==> config.mk <==
export PLATFORM = sky130hd
export DESIGN_NAME = led_pattern_gen
export DESIGN_NICKNAME = d
export VERILOG_FILES = /design/src/rtl/led_pkg.sv /design/src/rtl/led_chan.sv /design/src/rtl/led_pattern_gen.sv
export SDC_FILE = /design/constraint.sdc
export NUM_CORES = 1
export LEC_CHECK = 0
export CAP_MARGIN = 30
export CELL_PAD_IN_SITES_DETAIL_PLACEMENT = 1
export CELL_PAD_IN_SITES_GLOBAL_PLACEMENT = 2
export CORE_MARGIN = 3
export CORE_UTILIZATION = 40
export DETAILED_ROUTE_END_ITERATION = 6
export GPL_TIMING_DRIVEN = 0
export PLACE_DENSITY_LB_ADDON = 0.1
export SLEW_MARGIN = 20
export SYNTH_ARGS = -nofsm -noshare
export SYNTH_HDL_FRONTEND = slang
export SYNTH_HIERARCHICAL = 1
export SYNTH_SLANG_ARGS = --single-unit
export TNS_END_PERCENT = 20
==> constraint.sdc <==
create_clock -name clk -period 2.9 [get_ports clk]
set_input_delay 0.58 -clock clk [delete_from_list [all_inputs] [get_ports clk]]
set_output_delay 0.58 -clock clk [all_outputs]
set_load 0.05 [all_outputs]
==> src/rtl/led_pkg.sv <==
// Shared mode encoding, default sizing and helpers for the LED pattern generator.
package led_pkg;

    typedef enum logic [1:0] {
        MODE_OFF     = 2'd0,
        MODE_ON      = 2'd1,
        MODE_BLINK   = 2'd2,
        MODE_ONESHOT = 2'd3
    } mode_t;

    localparam int DEF_NUM_CH = 4;
    localparam int DEF_CNT_W  = 16;
    localparam int DEF_DIM_W  = 4;

    // A single channel still needs a one-bit select so the port never collapses to zero width.
    function automatic int chan_width(input int n);
        return (n > 1) ? $clog2(n) : 1;
    endfunction

endpackage

==> src/rtl/led_chan.sv <==
// One LED channel: mode register, period counter and on/off level with ONESHOT completion pulse.
module led_chan
    import led_pkg::*;
#(
    parameter int CNT_W = DEF_CNT_W
) (
    input  logic             clk,
    input  logic             rst,
    input  logic             wr_en,
    input  mode_t            wr_mode,
    input  logic [CNT_W-1:0] wr_period,
    output logic             lvl,
    output logic             done
);

    mode_t            mode_q, mode_d;
    logic [CNT_W-1:0] period_q, period_d;
    logic [CNT_W-1:0] cnt_q, cnt_d;
    logic             lvl_q, lvl_d;
    logic             done_q, done_d;
    logic             at_end;

    // A write always wins over the running pattern, so an aborted ONESHOT never reports done.
    always_comb begin
        mode_d   = mode_q;
        period_d = period_q;
        cnt_d    = cnt_q;
        lvl_d    = lvl_q;
        done_d   = 1'b0;
        at_end   = (cnt_q == period_q);

        if (wr_en) begin
            mode_d   = wr_mode;
            period_d = wr_period;
            cnt_d    = '0;
            lvl_d    = (wr_mode != MODE_OFF);
        end else begin
            case (mode_q)
                MODE_BLINK: begin
                    if (at_end) begin
                        cnt_d = '0;
                        lvl_d = ~lvl_q;
                    end else begin
                        cnt_d = cnt_q + CNT_W'(1);
                    end
                end
                MODE_ONESHOT: begin
                    if (at_end) begin
                        cnt_d  = '0;
                        lvl_d  = 1'b0;
                        mode_d = MODE_OFF;
                        done_d = 1'b1;
                    end else begin
                        cnt_d = cnt_q + CNT_W'(1);
                    end
                end
                default: cnt_d = '0;
            endcase
        end
    end

    always_ff @(posedge clk) begin
        if (rst) begin
            mode_q   <= MODE_OFF;
            period_q <= '0;
            cnt_q    <= '0;
            lvl_q    <= 1'b0;
            done_q   <= 1'b0;
        end else begin
            mode_q   <= mode_d;
            period_q <= period_d;
            cnt_q    <= cnt_d;
            lvl_q    <= lvl_d;
            done_q   <= done_d;
        end
    end

    assign lvl  = lvl_q;
    assign done = done_q;

endmodule

==> src/rtl/led_pattern_gen.sv <==
// Multi-channel LED pattern generator: config decode, per-channel pattern engines, optional global dimming.
// Define LED_DIM_EN to add the dim_level port and the free-running PWM dimming counter.
module led_pattern_gen
    import led_pkg::*;
#(
    parameter int NUM_CH = DEF_NUM_CH,
    parameter int CNT_W  = DEF_CNT_W,
    parameter int DIM_W  = DEF_DIM_W,
    localparam int CHAN_W = chan_width(NUM_CH)
) (
    input  logic              clk,
    input  logic              rst,
    input  logic              cfg_valid,
    output logic              cfg_ready,
    input  logic [CHAN_W-1:0] cfg_chan,
    input  logic [1:0]        cfg_mode,
    input  logic [CNT_W-1:0]  cfg_period,
    output logic              cfg_err,
`ifdef LED_DIM_EN
    input  logic [DIM_W-1:0]  dim_level,
`endif
    output logic [NUM_CH-1:0] led,
    output logic [NUM_CH-1:0] done
);

    logic              accept;
    logic [NUM_CH-1:0] wr_en;
    logic [NUM_CH-1:0] state;
    logic              err_q, err_d;

    // Ready is only withheld during reset, so the first post-reset edge can already take a write.
    assign cfg_ready = !rst;
    assign accept    = cfg_valid && cfg_ready;

    always_comb begin
        for (int i = 0; i < NUM_CH; i++) begin
            wr_en[i] = accept && (cfg_chan == CHAN_W'(i));
        end
    end

    // An accepted write that selected no channel is an out-of-range index.
    always_comb err_d = accept && (wr_en == '0);

    always_ff @(posedge clk) begin
        if (rst) begin
            err_q <= 1'b0;
        end else begin
            err_q <= err_d;
        end
    end

    assign cfg_err = err_q;

    for (genvar g = 0; g < NUM_CH; g++) begin : g_chan
        led_chan #(
            .CNT_W (CNT_W)
        ) u_chan (
            .clk       (clk),
            .rst       (rst),
            .wr_en     (wr_en[g]),
            .wr_mode   (mode_t'(cfg_mode)),
            .wr_period (cfg_period),
            .lvl       (state[g]),
            .done      (done[g])
        );
    end

`ifdef LED_DIM_EN
    logic [DIM_W-1:0] dim_cnt_q, dim_cnt_d;

    always_comb dim_cnt_d = dim_cnt_q + DIM_W'(1);

    always_ff @(posedge clk) begin
        if (rst) begin
            dim_cnt_q <= '0;
        end else begin
            dim_cnt_q <= dim_cnt_d;
        end
    end

    always_comb led = state & {NUM_CH{dim_cnt_q <= dim_level}};
`else
    assign led = state;
`endif

endmodule
==> flow_summary.ini <==
[power]
p_per_area_nw_per_um2 = 611
leakage_nw = 2.49
ir_drop_uv = 386

[grt]
antenna_found_initial = 0
grt_max_degree = 17
grt_pass1_wl_um = 25500
busiest_layer = met2
globalRouteMet3Util_pct = 4.20
use_met1_pct = 23.1
overflow = 0
first_global_vias = 4786
grtUsageMet2_pct = 32.7
track_usage_pct = 18.7

[detailed_routing]
drc = 0
vias = 4599
drt-total-wl_um = 15800
drtPass1Iterations = 4
ant_nets = 0
wl_per_cell_um = 17.0
drt-vias-per-instance = 4.93
drtIter0Drc = 200

[synthesis]
synth_edf_count = 0
ys_warn_count = 6
syn-mean-instance-area_um2 = 9.62
yosys-top-cells-area = dfxtp_1, xnor2_1, mux2i_1
synth_nets = 686
ys_seq_elements = 145
synth_top_area_share_pct = 45.8
synth.distinct_cells = 42
ys_seq_area_share_pct = 45.8
syn_area_um2 = 6340
synth_area_leader_cell = dfxtp_1
synth_ff_type = dfxtp_1
syn-instance-count = 659
async_flop_share_pct = 0

[timing]
relSlewSlack_pct = 65.7
max_freq_mhz = 378
finalSetupViolations = 0
fin_setup_tns_ns = 0
hold_viol = 0
finClkSkew_ns = 0.00773
rsz0062_at_grt = false
fin_crit_sh_pct = 91.3
whs_ns = 0.478
min_period_ns = 2.65
worst_pin_slew_ns = 0.513
slew_violations = 0

[finish]
fin_area_um2 = 7550
syn2layout_area_growth_pct = 19.1
fillers = 1728
final_common_cell = dfxtp_1
drive_gt1_share_pct = 10.1
nets = 737
layout_common_cells = dfxtp_1, nor2_1, xnor2_1
diodes = 0

[cts]
post_cts_resized = 0
cts_tree = built
clk_latency_ns = 0.42
clkTransAtPathRegs_ns = 0.06
post_cts.repair.setup_buffers = 0
cts_sinks = 145
cts_made_buffers = 17
htreeDepth = 4
clockRootBuffer = clkbuf_16
clockBufferDepth = 2
cts_hold_buf = 0

[die]
core-area_um2 = 15400
core.rowCount = 45
dieWidth_um = 132
dieArea_um2 = 17400
die_h_um = 132
ios = 33
start_util_pct = 41.2

[setup_path]
path_class = in -> out
critical_path.top_delay_family = buffers and inverters
cp_slowest_cell = clkdlybuf4s50_1
crit_chain = clkdlybuf4s50_1 > inv_1 > clkdlybuf4s50_1
path_buf_inv = 3
cp_max_fo = 9
crit_top_cell = clkdlybuf4s50_1
worstSetupEndpointType = output pin
crit_arrival_ns = 2.07
start_kind = input port
worst_ep_required_time_ns = 2.32
slowest_delay_ns = 0.80

[placement]
gp_congestion = 0.776
place_area_um2 = 6920
io_buffers = 32
dp_hpwl_um = 11500

[worst_hold_path]
hp-class = reg -> reg

[run_status]
status = complete, no violations

[run]
drv_cap = 0
## per-layer routing
layer | part of all wire, % | vias up
met2 | 51 | 38
met1 | 46 | 2242
met5 | 0 | -
met4 | 1.1 | 0
li1 | - | 2304
met3 | 2.0 | 15
## sequential cells by signal (all words and copies together) (netlist names)
signal	cells
cfg_err	1
g_chan.u_chan/cnt_q	64
g_chan.u_chan/done	4
g_chan.u_chan/lvl	4
g_chan.u_chan/mode_q	8
g_chan.u_chan/period_q	64
## logic make-up (layout without fill, tap and decap cells)
family	count (synthesis)	in the layout	share of synthesized area, %
compound gates	24	24	3.04
xor+xnor	120	120	16.6
fa+ha+maj	4	4	0.790
buf+inv	38	100	3.45
flops	145	145	45.8
mux	64	64	10.1
other cells	1	1	0.0592
simple gates	263	263	20.2
## synth_stat cells, types with 8 or more instances
master      n
a32o_1      8
mux2i_1    64
clkbuf_1    9
dfxtp_1   145
nand4_1    25
nor2_1    138
buf_2       8
nor2_2     13
nand2_1    29
xnor2_1    92
xor2_1     28
inv_1      13
and3_1     10
nand3_1    16
## per-stage QoR
stage               power (mW)  utilization [%]  setup WS [ns]  cells
global placement          2.32             45.0          0.239    902
global route              4.78             49.1          0.171    932
finish                    4.61             49.1          0.253    932
floorplan                 2.22                -           1.10    659
CTS                       4.68             49.1          0.217    932
detailed placement        2.32             45.0          0.189    902
## power by group
group	total, mW	switching (mW)	internal, mW
combinational	0.238	0.136	0.101
clock	2.33	0.840	1.49
sequential	2.04	0.0203	2.02
total	4.61	0.997	3.61
## final timing paths
check                                          startpoint                    endpoint  slack, ns  depth (start not counted)
worst max-delay path                                  rst                   cfg_ready       0.25                          3
worst min-delay path            g_chan[0].u_chan/cnt_q[0]   g_chan[0].u_chan/cnt_q[0]       0.48                          1
worst max register to register  g_chan[0].u_chan/cnt_q[5]  g_chan[0].u_chan/cnt_q[13]       1.03                          7
worst min register to register  g_chan[0].u_chan/cnt_q[0]   g_chan[0].u_chan/cnt_q[0]       0.48                          1
## worst register-to-register path: cells and delay by family, from the launching register on
family        cells  cell delay [ns]
xor+xnor          1             0.15
flops             1             0.46
buf+inv           2             0.31
simple gates      4             0.85
## cell type report
cell class	instances	area [µm²]	area share, %
plain buffers	25	170	2.25
multi-input cells	476	3220	42.6
flip-flops and latches	145	2900	38.5
clock buffers	20	467	6.18
inverters	13	48.8	0.646
well taps	211	264	3.50
clock inverters	10	159	2.11
repair buffers	32	320	4.24
Note: power is estimated with default switching activity, not from simulation.
